--- src/rtl/rx_packet_parser.sv ---
// Purpose : byte framer behind the UART receiver. It finds SYNC_BYTE, then collects CMD, LEN, payload and XOR CHK, and streams the payload out.
// Latency : o_Data_Valid rises one clock after the CHK byte strobe. After that it delivers one byte per clock while i_Data_Ready is high.
// Backpr. : a low i_Data_Ready holds o_Data/o_Data_Last/o_Cmd/o_Len. Bytes that arrive during delivery are dropped and reported with o_Err_Overrun.
//
// Ports:
//   i_Clock, i_Reset_n (async, active-low)
//   i_RX_DV, i_RX_Byte           : byte strobe and data from the UART receiver
//   o_Data_Valid, i_Data_Ready,
//   o_Data, o_Data_Last          : payload stream (valid/ready)
//   o_Cmd, o_Len                 : header of the frame being delivered, 0 otherwise
//   o_Err_Chk/Len/Timeout/Overrun: single-cycle error pulses
//   o_Good_Cnt, o_Err_Cnt        : saturating statistics when RX_PARSER_STATS_EN is defined, else 0
module rx_packet_parser #(
  parameter logic [7:0] SYNC_BYTE    = 8'hA5,
  parameter int         MAX_LEN      = 16,
  parameter int         TIMEOUT_CLKS = 208320
) (
  input  logic        i_Clock,
  input  logic        i_Reset_n,
  input  logic        i_RX_DV,
  input  logic [7:0]  i_RX_Byte,
  output logic        o_Data_Valid,
  input  logic        i_Data_Ready,
  output logic [7:0]  o_Data,
  output logic        o_Data_Last,
  output logic [7:0]  o_Cmd,
  output logic [7:0]  o_Len,
  output logic        o_Err_Chk,
  output logic        o_Err_Len,
  output logic        o_Err_Timeout,
  output logic        o_Err_Overrun,
  output logic [15:0] o_Good_Cnt,
  output logic [15:0] o_Err_Cnt
);

  localparam int              IDX_W    = (MAX_LEN > 1) ? $clog2(MAX_LEN) : 1;
  localparam int              TO_W     = $clog2(TIMEOUT_CLKS + 1);
  localparam logic [TO_W-1:0] TO_LIMIT = TO_W'(TIMEOUT_CLKS - 1);
  localparam logic [7:0]      MAX_LEN_B = 8'(MAX_LEN);

  typedef enum logic [2:0] {
    IDLE,
    GET_CMD,
    GET_LEN,
    GET_PAYLOAD,
    GET_CHK,
    DELIVER
  } state_t;

  state_t          state_q, state_d;
  logic [IDX_W-1:0] idx_q;
  logic [7:0]      chk_q;
  logic [7:0]      cmd_q;
  logic [7:0]      len_q;
  logic [TO_W-1:0] to_cnt_q;
  logic [7:0]      pay_mem [MAX_LEN];

  logic deliver;
  logic in_frame;
  logic at_last;
  logic xfer;
  logic len_bad;
  logic chk_bad;
  logic chk_ok;
  logic to_fire;
  logic overrun;

  assign deliver  = (state_q == DELIVER);
  assign in_frame = (state_q == GET_CMD) || (state_q == GET_LEN) ||
                    (state_q == GET_PAYLOAD) || (state_q == GET_CHK);
  // The same "index is LEN-1" compare serves both collection and delivery.
  assign at_last  = (8'(idx_q) == (len_q - 8'd1));
  assign xfer     = deliver && i_Data_Ready;

  // Next-state logic and the per-cycle event flags.
  always_comb begin
    state_d = state_q;
    len_bad = 1'b0;
    chk_bad = 1'b0;
    chk_ok  = 1'b0;
    to_fire = 1'b0;
    overrun = 1'b0;
    case (state_q)
      IDLE: begin
        if (i_RX_DV && (i_RX_Byte == SYNC_BYTE)) state_d = GET_CMD;
      end
      GET_CMD: begin
        if (i_RX_DV) state_d = GET_LEN;
      end
      GET_LEN: begin
        if (i_RX_DV) begin
          if ((i_RX_Byte == 8'd0) || (i_RX_Byte > MAX_LEN_B)) begin
            len_bad = 1'b1;
            state_d = IDLE;
          end else begin
            state_d = GET_PAYLOAD;
          end
        end
      end
      GET_PAYLOAD: begin
        if (i_RX_DV && at_last) state_d = GET_CHK;
      end
      GET_CHK: begin
        if (i_RX_DV) begin
          if (i_RX_Byte == chk_q) begin
            chk_ok  = 1'b1;
            state_d = DELIVER;
          end else begin
            chk_bad = 1'b1;
            state_d = IDLE;
          end
        end
      end
      DELIVER: begin
        overrun = i_RX_DV;
        if (xfer && at_last) state_d = IDLE;
      end
      default: state_d = IDLE;
    endcase
    // If a byte arrives on the limit cycle, the byte wins, because to_fire requires !i_RX_DV.
    if (in_frame && !i_RX_DV && (to_cnt_q == TO_LIMIT)) begin
      to_fire = 1'b1;
      state_d = IDLE;
    end
  end

  always_ff @(posedge i_Clock or negedge i_Reset_n) begin
    if (!i_Reset_n) state_q <= IDLE;
    else            state_q <= state_d;
  end

  // Header, checksum, index, timeout counter and error pulses.
  always_ff @(posedge i_Clock or negedge i_Reset_n) begin
    if (!i_Reset_n) begin
      idx_q         <= '0;
      chk_q         <= 8'h00;
      cmd_q         <= 8'h00;
      len_q         <= 8'h00;
      to_cnt_q      <= '0;
      o_Err_Chk     <= 1'b0;
      o_Err_Len     <= 1'b0;
      o_Err_Timeout <= 1'b0;
      o_Err_Overrun <= 1'b0;
    end else begin
      o_Err_Chk     <= chk_bad;
      o_Err_Len     <= len_bad;
      o_Err_Timeout <= to_fire;
      o_Err_Overrun <= overrun;

      if (!in_frame || i_RX_DV) to_cnt_q <= '0;
      else if (!to_fire)        to_cnt_q <= to_cnt_q + TO_W'(1);

      if (i_RX_DV && !to_fire) begin
        case (state_q)
          GET_CMD: begin
            cmd_q <= i_RX_Byte;
            chk_q <= i_RX_Byte;
          end
          GET_LEN: begin
            if (!len_bad) begin
              len_q <= i_RX_Byte;
              chk_q <= chk_q ^ i_RX_Byte;
              idx_q <= '0;
            end
          end
          GET_PAYLOAD: begin
            chk_q <= chk_q ^ i_RX_Byte;
            idx_q <= idx_q + IDX_W'(1);
          end
          GET_CHK: begin
            if (chk_ok) idx_q <= '0;
          end
          default: ;
        endcase
      end

      if (xfer) idx_q <= idx_q + IDX_W'(1);
    end
  end

  // The payload store is not reset. Stale bytes are never presented, because the output is gated by deliver.
  always_ff @(posedge i_Clock) begin
    if ((state_q == GET_PAYLOAD) && i_RX_DV) pay_mem[idx_q] <= i_RX_Byte;
  end

  assign o_Data_Valid = deliver;
  assign o_Data       = deliver ? pay_mem[idx_q] : 8'h00;
  assign o_Data_Last  = deliver && at_last;
  assign o_Cmd        = deliver ? cmd_q : 8'h00;
  assign o_Len        = deliver ? len_q : 8'h00;

`ifdef RX_PARSER_STATS_EN
  logic [15:0] good_cnt_q;
  logic [15:0] err_cnt_q;
  logic        err_any;

  assign err_any = len_bad || chk_bad || to_fire || overrun;

  always_ff @(posedge i_Clock or negedge i_Reset_n) begin
    if (!i_Reset_n) begin
      good_cnt_q <= 16'h0000;
      err_cnt_q  <= 16'h0000;
    end else begin
      if (chk_ok && (good_cnt_q != 16'hFFFF)) good_cnt_q <= good_cnt_q + 16'd1;
      if (err_any && (err_cnt_q != 16'hFFFF)) err_cnt_q <= err_cnt_q + 16'd1;
    end
  end

  assign o_Good_Cnt = good_cnt_q;
  assign o_Err_Cnt  = err_cnt_q;
`else
  assign o_Good_Cnt = 16'h0000;
  assign o_Err_Cnt  = 16'h0000;
`endif

endmodule

--- config.mk ---
export PLATFORM = sky130hd
export DESIGN_NAME = rx_packet_parser
export DESIGN_NICKNAME = d
export VERILOG_FILES = /design/src/rtl/rx_packet_parser.sv
export SDC_FILE = /design/constraint.sdc
export NUM_CORES = 1
export LEC_CHECK = 0
export ABC_AREA = 1
export CORE_ASPECT_RATIO = 1.75
export CORE_MARGIN = 4
export CORE_UTILIZATION = 45
export CTS_CLUSTER_DIAMETER = 120
export DETAILED_ROUTE_END_ITERATION = 16
export DONT_BUFFER_PORTS = 1
export HOLD_SLACK_MARGIN = 0.02
export PLACE_DENSITY = 0.59
export SETUP_SLACK_MARGIN = 0.15
export SKIP_CTS_REPAIR_TIMING = 1
export SYNTH_ARGS = -nofsm -noshare
export SYNTH_HDL_FRONTEND = slang
export SYNTH_SLANG_ARGS = --single-unit
--- constraint.sdc ---
create_clock -name i_Clock -period 5.5 [get_ports i_Clock]
set_input_delay 0.825 -clock i_Clock [delete_from_list [all_inputs] [get_ports i_Clock]]
set_output_delay 0.825 -clock i_Clock [all_outputs]
set_load 0.05 [all_outputs]
==> impl_results.md <==
* H-tree depth at 4
* Worst EP arrival at 3450 ps
* Largest net degree at the start of global routing at 59
* Outcome: finished clean
* Unrepaired setup endpoints after global routing: no
* CP required at approximately 4700 ps
* Synth Warn # at 0
* Period utilization at 0.777
* Most common cell after layout, fill and taps aside: nor2_1
* Syn_area_per_cell at 10.1 sq um
* Fill cells at 1703
* RD Place Congestion at 0.942
* Fmax achieved at 0.234 GHz
* Critical setup path kind: reg -> out
* Power Total at between 3 and 4 mW
* Final nets at 842
* Max-slew violation count at 0
* Net Sw Power at between 1 and 1.5 mW
* Reg2Reg Depth at 5
* Slew Limit Headroom at 0.133
* Max_cap viols at 0
* CTS sink count at 181
* Max Clock Skew at roughly 13 ps
* Vias/cell at about 5.4
* Total die area at approximately 21000 sq um
* Switching share of power at 0.358
* Most frequent cells in the layout: nor2_1, edfxtp_1, nand2_1, o21ai_0, dfrtp_1
* Synthesized flop and latch total at 181
* Internal power at ~2.6 mW
* Drt pass-1 iters at 5
* Number of I/O pins at 74
* Max FO, Critical Path at 38
* Core area at 18500 sq um
* DP Area at 8490 sq um
* Remaining DRCs at 0
* Initial core utilization at 0.456
* Reg2reg setup slack at approximately 2600 ps
* Clock latency on the worst-skew pair at approximately 430 ps
* Cts bufs inserted at 17
* Area grow syn2layout at 7.60%
* Worst Hold Class: in -> async
* Clock buffer depth at 2
* Peak supply drop at approximately 0.19 mV
* Root Driver: clkbuf_16
* Layout cells sized above 1 at 0.114
* Row count at 66
* Worst path cell trace: buf_4 -> inv_1 -> o21ai_0 -> o22ai_1 -> nand3_1 -> a41oi_1
* DR iter-0 viols at approximately 440
* Routed len/inst at just under 20 um
* Global-route wire length before repair at between 30000 and 40000 um
* Max stage delay on crit path at approximately 1000 ps
* Reg2reg end: pay_mem[4][6]
* Minimum clock period at ~4300 ps
* Number of port buffers at 0
* Die Ht at 189 um
* Final setup fails at 0
* Design area at 9070 sq um
* Vias at 5822
* Startpoint class of the critical path: register
* Seq/Total Area, Yosys at 0.614
* Post-Syn Area at 8430 sq um
* GR Overflow Total at 0
* Die Wd at roughly 110 um
* Post-Syn Instances at 834
* Slowest stage cell, crit path: a41oi_1
* Count of cell types in the netlist at 38
* Dpl hpwl at 14400 um
* Worst-margin pin slew at 1280 ps
* Initial antenna violation count at 0
* Reg-to-reg startpoint: idx_q[1]
* CP Capture Type: output port
* Leakage at ~3.4 nW
* Antenna diodes at 0
* Total track usage at 0.201
* Routed wire length at between 20000 and 25000 um
* Vias in the first global route at ~6000
* Post-DRT Antenna Nets at 0
* Power Dens Cells at 441 nW/um^2
* Clock Pin Slew Worst Setup and Hold Paths at ~70 ps
* Sequential Power Share at 0.426
* Final hold violations at 0
* Clock power frac at 0.299
* CTS tree: built
* Comb power frac at 0.275
* Setup_tns at 0 ps
* Fin Hold WS at ~86 ps
==> area by class of cell <==
class,instances,area (sq um),share of cell area
clock buffer,19,433,0.0477
clock inverter,13,148,0.0163
inverter,71,267,0.0294
multi-input combinational,549,2720,0.300
sequential,181,5170,0.570
tap,238,298,0.0328
timing repair buffer,4,30.0,0.00331
==> per-stage QoR <==
stage          instances   util  worst slack [ps]
6_report            1075  0.490              1230
5_1_grt             1075  0.490              1030
4_1_cts             1075  0.490              1180
3_5_place_dp        1043  0.459              1640
3_3_place_gp        1043  0.459              1710
2_1_floorplan        865      -              2090
==> synth_stat cells <==
cell      instances  area [sq um]
conb_1            1          3.75
nor4_2            2          25.0
nor3_2            2          20.0
buf_2            16          80.1
nand2_1         108           405
o21ai_1          13          65.1
clkbuf_1         14          52.6
nor2_4            2          22.5
o31ai_1           1          7.51
ha_1              6          75.1
nand3_4           1          17.5
inv_2            23          86.3
a221oi_1          1          8.76
a211oi_1          1          7.51
nor4_1            2          12.5
xor2_1            7          61.3
o21ai_0          81           405
o22ai_1          32           200
nor3b_2           1          12.5
nor3_1            6          30.0
edfxtp_1        128          3840
nor3_4            1          16.3
nor2_1          144           541
nand3_1          32           160
buf_4            33           248
xnor2_1           6          52.6
inv_1            48           180
o21a_1            2          15.0
nor2_2            7          43.8
o21ai_2           8          70.1
a21oi_1          21           105
nand2_2          10          62.6
nand3_2           2          20.0
a41oi_1           8          70.1
nand4_1           7          43.8
dfrtp_1          53          1330
buf_6             1          11.3
a31oi_1           3          18.8
==> per-layer routing <==
layer / global-route usage / routed length [um] / share of wire / vias to the layer above
li1: - / - / - / 2770
met1: 0.218 / 7720 / 0.37 / 2797
met2: 0.372 / 11300 / 0.54 / 207
met3: 0.0441 / 1150 / 0.055 / 48
met4: 0.0885 / 751 / 0.036 / 0
met5: 0 / 0 / 0 / -
==> flip-flops by register name (all words and copies together) (netlist names), 3 cells and up <==
name and flops:
pay_mem 128, len_q 8, idx_q 4, to_cnt_q 18
chk_q 8, cmd_q 8, state_q 3
==> critical path: cells and delay by family, from the launching register on <==
family / cells / cell delay [ps]
AOI/OAI and AO/OA: 3 / 1450
buffers and inverters: 2 / 1020
DFF: 1 / 360
and+or+nand+nor: 1 / 150
==> worst max path at each step <==
stage               startpoint           to  slack (ps)  cells past startpoint
global placement      idx_q[1]    o_Data[0]        1710                      6
global route          idx_q[1]    o_Data[0]        1030                      6
finish                idx_q[1]    o_Data[0]        1230                      6
CTS                   idx_q[1]    o_Data[0]        1180                      6
floorplan             len_q[0]  o_Data_Last        2090                      9
detailed placement    idx_q[1]    o_Data[0]        1640                      6
==> kinds of logic (layout without fill, tap and decap cells) <==
kind of cell,after synthesis,after routing,share of synthesized area
DFF,181,181,0.614
AOI/OAI and AO/OA,171,171,0.116
other,1,32,0.000445
adders and majority gates,6,6,0.00891
xor gates and xnor gates,13,13,0.0135
and+or+nand+nor,327,327,0.170
buffers and inverters,135,107,0.0781
==> power by group through the flow <==
stage	clock network [mW]	registers (mW)	logic (mW)
5_1_grt	1.27	1.72	1.24
2_1_floorplan	0	1.68	0.922
4_1_cts	1.22	1.70	1.10
3_5_place_dp	0	1.73	1.10
3_3_place_gp	0	1.73	1.07
6_report	1.20	1.70	1.10
Power figures use the tool's default switching activity.
